### src/rtl/ycc_rgb_conv_pipe_pkg.sv
// Shared types and constants for the YCbCr-to-RGB pipeline: range modes,
// colour-matrix coefficients and the offsets applied to the incoming samples.
package ycc_rgb_pkg;

    typedef enum logic {
        YCC_JFIF  = 1'b0,
        YCC_BT601 = 1'b1
    } ycc_mode_e;

    typedef enum logic [2:0] {
        K_YY,
        K_R_CR,
        K_G_CB,
        K_G_CR,
        K_B_CB
    } ycc_coef_e;

    localparam real JFIF_YY    = 1.0;
    localparam real JFIF_R_CR  = 1.402;
    localparam real JFIF_G_CB  = 0.344136;
    localparam real JFIF_G_CR  = 0.714136;
    localparam real JFIF_B_CB  = 1.772;

    localparam real BT601_YY   = 1.164383;
    localparam real BT601_R_CR = 1.596027;
    localparam real BT601_G_CB = 0.391762;
    localparam real BT601_G_CR = 0.812968;
    localparam real BT601_B_CB = 2.017232;

    // Studio-range black level at 8 bits; it scales with the sample width.
    localparam int LUMA_OFS_8 = 16;

    function automatic int chroma_ofs(input int data_w);
        return 1 << (data_w - 1);
    endfunction

    function automatic int luma_ofs(input int data_w);
        return LUMA_OFS_8 << (data_w - 8);
    endfunction

    function automatic int coef_k(input ycc_mode_e mode, input ycc_coef_e sel, input int frac_w);
        real c;
        c = 0.0;
        if (mode == YCC_JFIF) begin
            case (sel)
                K_YY:    c = JFIF_YY;
                K_R_CR:  c = JFIF_R_CR;
                K_G_CB:  c = JFIF_G_CB;
                K_G_CR:  c = JFIF_G_CR;
                K_B_CB:  c = JFIF_B_CB;
                default: c = 0.0;
            endcase
        end else begin
            case (sel)
                K_YY:    c = BT601_YY;
                K_R_CR:  c = BT601_R_CR;
                K_G_CB:  c = BT601_G_CB;
                K_G_CR:  c = BT601_G_CR;
                K_B_CB:  c = BT601_B_CB;
                default: c = 0.0;
            endcase
        end
        // All coefficients are positive, so adding one half then truncating rounds to nearest.
        return $rtoi(c * real'(longint'(1) << frac_w) + 0.5);
    endfunction

endpackage

### src/rtl/ycc_rgb_conv_pipe_if.sv
// Valid/ready stream bundle carrying YCbCr beats in and RGB beats out.
interface ycc_rgb_conv_pipe_if #(
    parameter int DATA_W = 8
);
    logic              in_valid;
    logic              in_ready;
    logic [DATA_W-1:0] in_y;
    logic [DATA_W-1:0] in_cb;
    logic [DATA_W-1:0] in_cr;
    logic              in_mode;
    logic              in_last;

    logic              out_valid;
    logic              out_ready;
    logic [DATA_W-1:0] out_r;
    logic [DATA_W-1:0] out_g;
    logic [DATA_W-1:0] out_b;
    logic              out_last;

    modport slave (
        input  in_valid, in_y, in_cb, in_cr, in_mode, in_last, out_ready,
        output in_ready, out_valid, out_r, out_g, out_b, out_last
    );

    modport master (
        output in_valid, in_y, in_cb, in_cr, in_mode, in_last, out_ready,
        input  in_ready, out_valid, out_r, out_g, out_b, out_last
    );
endinterface

### src/rtl/ycc_rgb_conv_pipe_round_sat.sv
// Fixed-point sum to pixel: round half-up, drop fraction bits, clamp to [0, 2^DATA_W-1].
module ycc_round_sat #(
    parameter int DATA_W = 8,
    parameter int FRAC_W = 14,
    parameter int ACC_W  = DATA_W + FRAC_W + 5
) (
    input  logic signed [ACC_W-1:0] sum_i,
    output logic        [DATA_W-1:0] pix_o
);
    localparam longint HALF_L = longint'(1) << (FRAC_W - 1);
    localparam longint MAX_L  = (longint'(1) << DATA_W) - 1;

    localparam logic signed [ACC_W-1:0] HALF  = ACC_W'(HALF_L);
    localparam logic signed [ACC_W-1:0] MAX_S = ACC_W'(MAX_L);

    logic signed [ACC_W-1:0] biased;
    logic signed [ACC_W-1:0] rnd;

    assign biased = sum_i + HALF;
    assign rnd    = biased >>> FRAC_W;

    always_comb begin
        pix_o = rnd[DATA_W-1:0];
        if (rnd[ACC_W-1]) begin
            pix_o = '0;
        end else if (rnd > MAX_S) begin
            pix_o = '1;
        end
    end
endmodule

### src/rtl/ycc_rgb_conv_pipe.sv
// Three-stage YCbCr-to-RGB converter: S1 removes offsets, S2 forms the matrix
// products, S3 sums, rounds and clamps. Elastic valid/ready with collapsing bubbles.
module ycc_rgb_conv_pipe
    import ycc_rgb_pkg::*;
#(
    parameter int DATA_W = 8,
    parameter int FRAC_W = 14
) (
    input logic               clk,
    input logic               rst,
    ycc_rgb_conv_pipe_if.slave bus
);
    localparam int DW1   = DATA_W + 1;
    localparam int ACC_W = DATA_W + FRAC_W + 5;

    localparam logic [DATA_W-1:0] C_OFS = DATA_W'(chroma_ofs(DATA_W));
    localparam logic [DATA_W-1:0] Y_OFS = DATA_W'(luma_ofs(DATA_W));

    localparam int KJ_YY = coef_k(YCC_JFIF,  K_YY,   FRAC_W);
    localparam int KJ_RC = coef_k(YCC_JFIF,  K_R_CR, FRAC_W);
    localparam int KJ_GB = coef_k(YCC_JFIF,  K_G_CB, FRAC_W);
    localparam int KJ_GC = coef_k(YCC_JFIF,  K_G_CR, FRAC_W);
    localparam int KJ_BB = coef_k(YCC_JFIF,  K_B_CB, FRAC_W);
    localparam int KS_YY = coef_k(YCC_BT601, K_YY,   FRAC_W);
    localparam int KS_RC = coef_k(YCC_BT601, K_R_CR, FRAC_W);
    localparam int KS_GB = coef_k(YCC_BT601, K_G_CB, FRAC_W);
    localparam int KS_GC = coef_k(YCC_BT601, K_G_CR, FRAC_W);
    localparam int KS_BB = coef_k(YCC_BT601, K_B_CB, FRAC_W);

    // Stage registers
    logic                     v1_q, v2_q, v3_q;
    logic                     v1_d, v2_d, v3_d;
    logic signed [DW1-1:0]    yd1_q, cbd1_q, crd1_q;
    ycc_mode_e                mode1_q;
    logic                     last1_q, last2_q, last3_q;
    logic signed [ACC_W-1:0]  py2_q, prc2_q, pgb2_q, pgr2_q, pbb2_q;
    logic [DATA_W-1:0]        pix3_q [3];

    // Handshake: each stage advances when empty or when the stage after it advances.
    logic adv1, adv2, adv3;

    always_comb begin
        adv3 = !v3_q || bus.out_ready;
        adv2 = !v2_q || adv3;
        adv1 = !v1_q || adv2;
        v1_d = adv1 ? bus.in_valid : v1_q;
        v2_d = adv2 ? v1_q         : v2_q;
        v3_d = adv3 ? v2_q         : v3_q;
    end

    assign bus.in_ready  = adv1;
    assign bus.out_valid = v3_q;
    assign bus.out_r     = pix3_q[0];
    assign bus.out_g     = pix3_q[1];
    assign bus.out_b     = pix3_q[2];
    assign bus.out_last  = last3_q;

    // S1 next-state: offset removal
    ycc_mode_e             mode_in;
    logic signed [DW1-1:0] yd_d, cbd_d, crd_d;

    assign mode_in = ycc_mode_e'(bus.in_mode);

    always_comb begin
        cbd_d = $signed({1'b0, bus.in_cb}) - $signed({1'b0, C_OFS});
        crd_d = $signed({1'b0, bus.in_cr}) - $signed({1'b0, C_OFS});
        yd_d  = $signed({1'b0, bus.in_y});
        if (mode_in == YCC_BT601) begin
            yd_d = $signed({1'b0, bus.in_y}) - $signed({1'b0, Y_OFS});
        end
    end

    // S2 next-state: products with per-beat coefficients
    logic signed [ACC_W-1:0] k_yy, k_rc, k_gb, k_gc, k_bb;
    logic signed [ACC_W-1:0] py_d, prc_d, pgb_d, pgr_d, pbb_d;

    always_comb begin
        k_yy = ACC_W'(KJ_YY);
        k_rc = ACC_W'(KJ_RC);
        k_gb = ACC_W'(KJ_GB);
        k_gc = ACC_W'(KJ_GC);
        k_bb = ACC_W'(KJ_BB);
        if (mode1_q == YCC_BT601) begin
            k_yy = ACC_W'(KS_YY);
            k_rc = ACC_W'(KS_RC);
            k_gb = ACC_W'(KS_GB);
            k_gc = ACC_W'(KS_GC);
            k_bb = ACC_W'(KS_BB);
        end
        py_d  = ACC_W'(yd1_q)  * k_yy;
        prc_d = ACC_W'(crd1_q) * k_rc;
        pgb_d = ACC_W'(cbd1_q) * k_gb;
        pgr_d = ACC_W'(crd1_q) * k_gc;
        pbb_d = ACC_W'(cbd1_q) * k_bb;
    end

    // S3 next-state: channel sums (R, G, B) then round/saturate
    logic signed [ACC_W-1:0] sum_s3 [3];
    logic [DATA_W-1:0]       pix_d  [3];

    always_comb begin
        sum_s3[0] = py2_q + prc2_q;
        sum_s3[1] = py2_q - pgb2_q - pgr2_q;
        sum_s3[2] = py2_q + pbb2_q;
    end

    for (genvar gi = 0; gi < 3; gi++) begin : g_rs
        ycc_round_sat #(
            .DATA_W(DATA_W),
            .FRAC_W(FRAC_W),
            .ACC_W (ACC_W)
        ) u_round_sat (
            .sum_i(sum_s3[gi]),
            .pix_o(pix_d[gi])
        );
    end

    always_ff @(posedge clk or posedge rst) begin
        if (rst) begin
            v1_q    <= 1'b0;
            v2_q    <= 1'b0;
            v3_q    <= 1'b0;
            yd1_q   <= '0;
            cbd1_q  <= '0;
            crd1_q  <= '0;
            mode1_q <= YCC_JFIF;
            last1_q <= 1'b0;
            last2_q <= 1'b0;
            last3_q <= 1'b0;
            py2_q   <= '0;
            prc2_q  <= '0;
            pgb2_q  <= '0;
            pgr2_q  <= '0;
            pbb2_q  <= '0;
            for (int i = 0; i < 3; i++) pix3_q[i] <= '0;
        end else begin
            v1_q <= v1_d;
            v2_q <= v2_d;
            v3_q <= v3_d;
            if (adv1 && bus.in_valid) begin
                yd1_q   <= yd_d;
                cbd1_q  <= cbd_d;
                crd1_q  <= crd_d;
                mode1_q <= mode_in;
                last1_q <= bus.in_last;
            end
            if (adv2 && v1_q) begin
                py2_q   <= py_d;
                prc2_q  <= prc_d;
                pgb2_q  <= pgb_d;
                pgr2_q  <= pgr_d;
                pbb2_q  <= pbb_d;
                last2_q <= last1_q;
            end
            // Output registers only move on a real transfer, so they hold while stalled.
            if (adv3 && v2_q) begin
                for (int i = 0; i < 3; i++) pix3_q[i] <= pix_d[i];
                last3_q <= last2_q;
            end
        end
    end
endmodule

### src/flat_wrapper.sv
// flat-port wrapper written by rule: the top's interface ports become plain ports
module ycc_rgb_conv_pipe_flat import ycc_rgb_pkg::*;
#(
    parameter int DATA_W = 8,
    parameter int FRAC_W = 14
)
  (clk, rst, bus_in_valid, bus_in_y, bus_in_cb, bus_in_cr, bus_in_mode, bus_in_last, bus_out_ready, bus_in_ready, bus_out_valid, bus_out_r, bus_out_g, bus_out_b, bus_out_last);
  ycc_rgb_conv_pipe_if #(.DATA_W(DATA_W)) bus_i ();
  input logic clk;
  input logic rst;
  input wire logic [$bits(bus_i.in_valid)-1:0] bus_in_valid;
  input wire logic [$bits(bus_i.in_y)-1:0] bus_in_y;
  input wire logic [$bits(bus_i.in_cb)-1:0] bus_in_cb;
  input wire logic [$bits(bus_i.in_cr)-1:0] bus_in_cr;
  input wire logic [$bits(bus_i.in_mode)-1:0] bus_in_mode;
  input wire logic [$bits(bus_i.in_last)-1:0] bus_in_last;
  input wire logic [$bits(bus_i.out_ready)-1:0] bus_out_ready;
  output wire logic [$bits(bus_i.in_ready)-1:0] bus_in_ready;
  output wire logic [$bits(bus_i.out_valid)-1:0] bus_out_valid;
  output wire logic [$bits(bus_i.out_r)-1:0] bus_out_r;
  output wire logic [$bits(bus_i.out_g)-1:0] bus_out_g;
  output wire logic [$bits(bus_i.out_b)-1:0] bus_out_b;
  output wire logic [$bits(bus_i.out_last)-1:0] bus_out_last;
  assign bus_i.in_valid = bus_in_valid;
  assign bus_i.in_y = bus_in_y;
  assign bus_i.in_cb = bus_in_cb;
  assign bus_i.in_cr = bus_in_cr;
  assign bus_i.in_mode = bus_in_mode;
  assign bus_i.in_last = bus_in_last;
  assign bus_i.out_ready = bus_out_ready;
  assign bus_in_ready = bus_i.in_ready;
  assign bus_out_valid = bus_i.out_valid;
  assign bus_out_r = bus_i.out_r;
  assign bus_out_g = bus_i.out_g;
  assign bus_out_b = bus_i.out_b;
  assign bus_out_last = bus_i.out_last;
  ycc_rgb_conv_pipe #(.DATA_W(DATA_W), .FRAC_W(FRAC_W)) u_core (.clk(clk), .rst(rst), .bus(bus_i));
endmodule
### config.mk
export PLATFORM = sky130hd
export DESIGN_NAME = ycc_rgb_conv_pipe_flat
export DESIGN_NICKNAME = d
export VERILOG_FILES = /design/src/rtl/ycc_rgb_conv_pipe_pkg.sv /design/src/rtl/ycc_rgb_conv_pipe_if.sv /design/src/rtl/ycc_rgb_conv_pipe_round_sat.sv /design/src/rtl/ycc_rgb_conv_pipe.sv /design/src/flat_wrapper.sv
export SDC_FILE = /design/constraint.sdc
export NUM_CORES = 1
export LEC_CHECK = 0
export CAP_MARGIN = 0
export CORE_AREA = 2 2 187 189
export CTS_CLUSTER_DIAMETER = 120
export DETAILED_ROUTE_END_ITERATION = 7
export DIE_AREA = 0 0 189 191
export PLACE_DENSITY = 0.88
export RECOVER_POWER = 100
export SYNTH_ARGS = -nofsm -noshare
export SYNTH_HDL_FRONTEND = slang
export SYNTH_SLANG_ARGS = --single-unit
### constraint.sdc
create_clock -name clk -period 18 [get_ports clk]
set_clock_uncertainty 0.1 [all_clocks]
set_input_delay 3.6 -clock clk [delete_from_list [all_inputs] [get_ports clk]]
set_output_delay 3.6 -clock clk [all_outputs]
set_load 0.03 [all_outputs]
==> results by group <==
Floorplanning
  • Io pins: 57
  • Core area: 34100 sq um
  • Die area: 36100 sq um
  • Die Width: ~190 um
  • Die Ht: 191 um
  • Row Count: 68
  • Initial Util: 69.1%

Timing
  • RSZ-0062 raised after global routing: no
  • Worst Max-Slew Pin Slew: 3930 ps
  • Setup_tns: 0 ps
  • Final setup viols: 0
  • Maximum clock rate: a little under 100 MHz
  • Minimum clock period: between 10000 and 15000 ps
  • Relative slew slack: -164%
  • Final Max Tran Viols: 440
  • Final Hold Fails: 0
  • Final worst path period share: 57.7%

Layout
  • Fin nets: 3325
  • Syn-to-layout area delta: 6.63%
  • Final cell count without fillers: 3023
  • # diodes: 0
  • Layout cells sized above 1: 3.58%

Detailed routing
  • Routed Wire Length: 56.5 mm
  • Post-DR wirelength/cell: 18.7 um
  • DRT iter0 DRCs: 1176
  • Via count: between 15000 and 20000
  • Detail Route Antenna Nets: 0
  • Vias/cell: around 6
  • DRT Pass-1 Iters: 5
  • DRC viols: 0

Clock network
  • Cts repair resizes: 0
  • CTS Hold Buffers Added: 0
  • Clock transition at the registers of the reported paths: around 70 ps
  • CTS H-tree lvls: 4
  • Total CTS buffers: 17
  • Post-CTS Setup Repair Bufs: 0
  • CTS Buffer Depth: 2
  • Root buffer cell: clkbuf_16
  • CTS tree: yes
  • Clock Sinks: approximately 180
  • Worst skew pair latency: 460 ps

Setup path
  • Kind of critical path: in -> async
  • Crit-path most repeated cell: clkbuf_1
  • CP Launch Type: input port
  • Crit path cell chain: dlygate4sd3_1 > clkinvlp_2 > clkbuf_1 > clkbuf_1
  • Critical path's slowest cell: clkinvlp_2
  • Crit-path max FO: 85
  • Crit. End Element: asynchronous set/reset pin
  • Crit-path max cell delay: 2200 ps
  • Critical Path RT: 17880 ps
  • WP data arrival: 10270 ps

Placed design
  • Inst Count DP: 2991
  • GP Congestion: 1.02
  • IO buf count: 56
  • HPWL after DPL: 46.6 mm

Run
  • Max_cap viols: 7

Logic synthesis
  • Sequential share of the synthesized area: 18.6%
  • Mapped Area: 23600 sq um
  • Post-synth EDFFs: 0
  • Synth Area per Inst: between 9 and 10 sq um
  • Async SR Flop Fraction: 100%
  • Main flop type after synthesis: dfrtp_1
  • Post-synth cell types: 81
  • Synth Register Bits: 175
  • Synth Instances: 2514
  • Syn. warnings: 0

Global route
  • Pin count of the biggest net entering global routing: 90
  • Vias in the first global route: 18628
  • GRT overflow: 0
  • First-pass GRT wire length: 94.0 mm
  • Total GRT Usage: between 30% and 40%
  • Initial antenna violation count: 1

Outcome
  • Status: complete, but fails checks
  • Failing checks: capacitance limit, slew limit

Worst hold path
  • Worst hold path type: reg -> reg
## layout by cell type (no fill, tap or decap), types with 17 or more instances in the layout
cell type,instances
xor2_1,46
xnor2_1,46
o21ai_0,128
nand2_1,255
clkbuf_16,17
a211oi_1,21
fa_1,219
inv_1,493
dlygate4sd3_1,29
ha_1,521
nor3_1,30
nand3_1,38
mux2_2,24
nor2_1,79
a21oi_1,70
clkdlybuf4s50_1,27
dfrtp_1,175
a21o_1,41
## flip-flops by register name, summed over array words and instances, names as in the netlist
signal,flops
u_core.pbb2_q,25
u_core.prc2_q,25
u_core.py2_q,25
u_core.pgb2_q,22
u_core.pgr2_q,22
u_core.yd1_q,9
u_core.bus.out_b,8
u_core.bus.out_g,8
u_core.bus.out_r,8
u_core.cbd1_q,8
u_core.crd1_q,8
u_core.bus.out_last,1
u_core.bus.out_valid,1
u_core.last1_q,1
u_core.last2_q,1
u_core.mode1_q,1
u_core.v1_q,1
u_core.v2_q,1
## per-layer routing
metal	up-vias	global-route usage [%]	routed length, um
met1	8707	43.6	23800
met3	142	5.27	3930
met4	2	12.4	2100
met2	651	55.1	26700
met5	-	0	18
li1	8439	-	-
## final cells by class
class | count | area [sq um]
Fill cell | 2451 | 8970
Multi-Input combinational cell | 1805 | 17200
Clock inverter | 14 | 163
Tap cell | 455 | 569
Timing Repair Buffer | 62 | 587
Clock buffer | 18 | 429
Inverter | 494 | 1860
Sequential cell | 175 | 4380
## synthesized netlist by cell type, types with 5 or more instances
cell      count  area (sq um)
nand3_1      38           190
clkbuf_1     51           191
nor3_1       30           150
a31oi_1      13          81.3
a31o_2        5          43.8
o21bai_1      9          67.6
nor2b_1      12          75.1
nand2b_1     15          93.8
o21ai_1      24           120
or2_2        12          75.1
a211o_1       6          52.6
xor2_1       46           403
nand2_1     254           953
o21a_1       12          90.1
a311oi_1      7          61.3
nor2_1       79           297
o41ai_1       5          43.8
a22oi_1       8          60.1
a21oi_1      70           350
o211ai_1      5          37.5
a21o_1       41           308
a211oi_1     21           158
or4_1         5          37.5
or3_1        15          93.8
dfrtp_1     175          4380
mux2_2       24           270
ha_1        521          6520
inv_1       494          1850
fa_1        219          4380
nor4_1        5          31.3
nand4_1       7          43.8
o31ai_1      14           105
and2_1       14          87.6
xnor2_1      46           403
o21ai_0     115           576
a32oi_1       8          70.1
and3_1       16           100
## cell families after synthesis
kind of cell               Yosys count  share of synthesized area (%)
buffers and inverters              548                           8.72
adders and majority gates          740                           46.2
and+or+nand+nor                    521                           10.1
other                                2                         0.0318
DFF                                175                           18.6
xor gates and xnor gates            92                           3.42
muxes                               27                           1.28
AOI/OAI and AO/OA                  409                           11.7
## stage by stage
step                      util [%]  setup WS, ps  instance area [sq um]  hold WS (ps)
after detailed placement      72.2          9360                  24600           371
after CTS                     73.9          9340                  25200           388
after global placement        72.2          9340                  24600           350
final                         73.7          7620                  25100           378
after floorplan                  -          9550                  23600           333
after global routing          73.7          6260                  25100           419
## worst paths after layout
kind	start	end	slack [ps]	cells after the start
setup reg to reg	u_core.mode1_q$_DFFE_PP0P_	u_core.pbb2_q[24]$_DFFE_PP0P_	10840	22
min in group asynchronous	rst	u_core.py2_q[23]$_DFFE_PP0P_	4670	2
hold reg to reg	u_core.bus.out_last$_DFFE_PP0P_	u_core.bus.out_last$_DFFE_PP0P_	380	2
setup / recovery	rst	u_core.pgr2_q[3]$_DFFE_PP0P_	7620	4
hold / removal	u_core.bus.out_last$_DFFE_PP0P_	u_core.bus.out_last$_DFFE_PP0P_	380	2
max in group clk	bus_out_ready	u_core.pgb2_q[21]$_DFFE_PP0P_	7890	10
## critical path: cells and delay by family
kind | cells | cell delay, ps
buf+inv | 4 | 6570
Power is left out: the tool's default activity adds up to more than one toggle a clock period on the data nets, which glitch-free logic cannot reach.
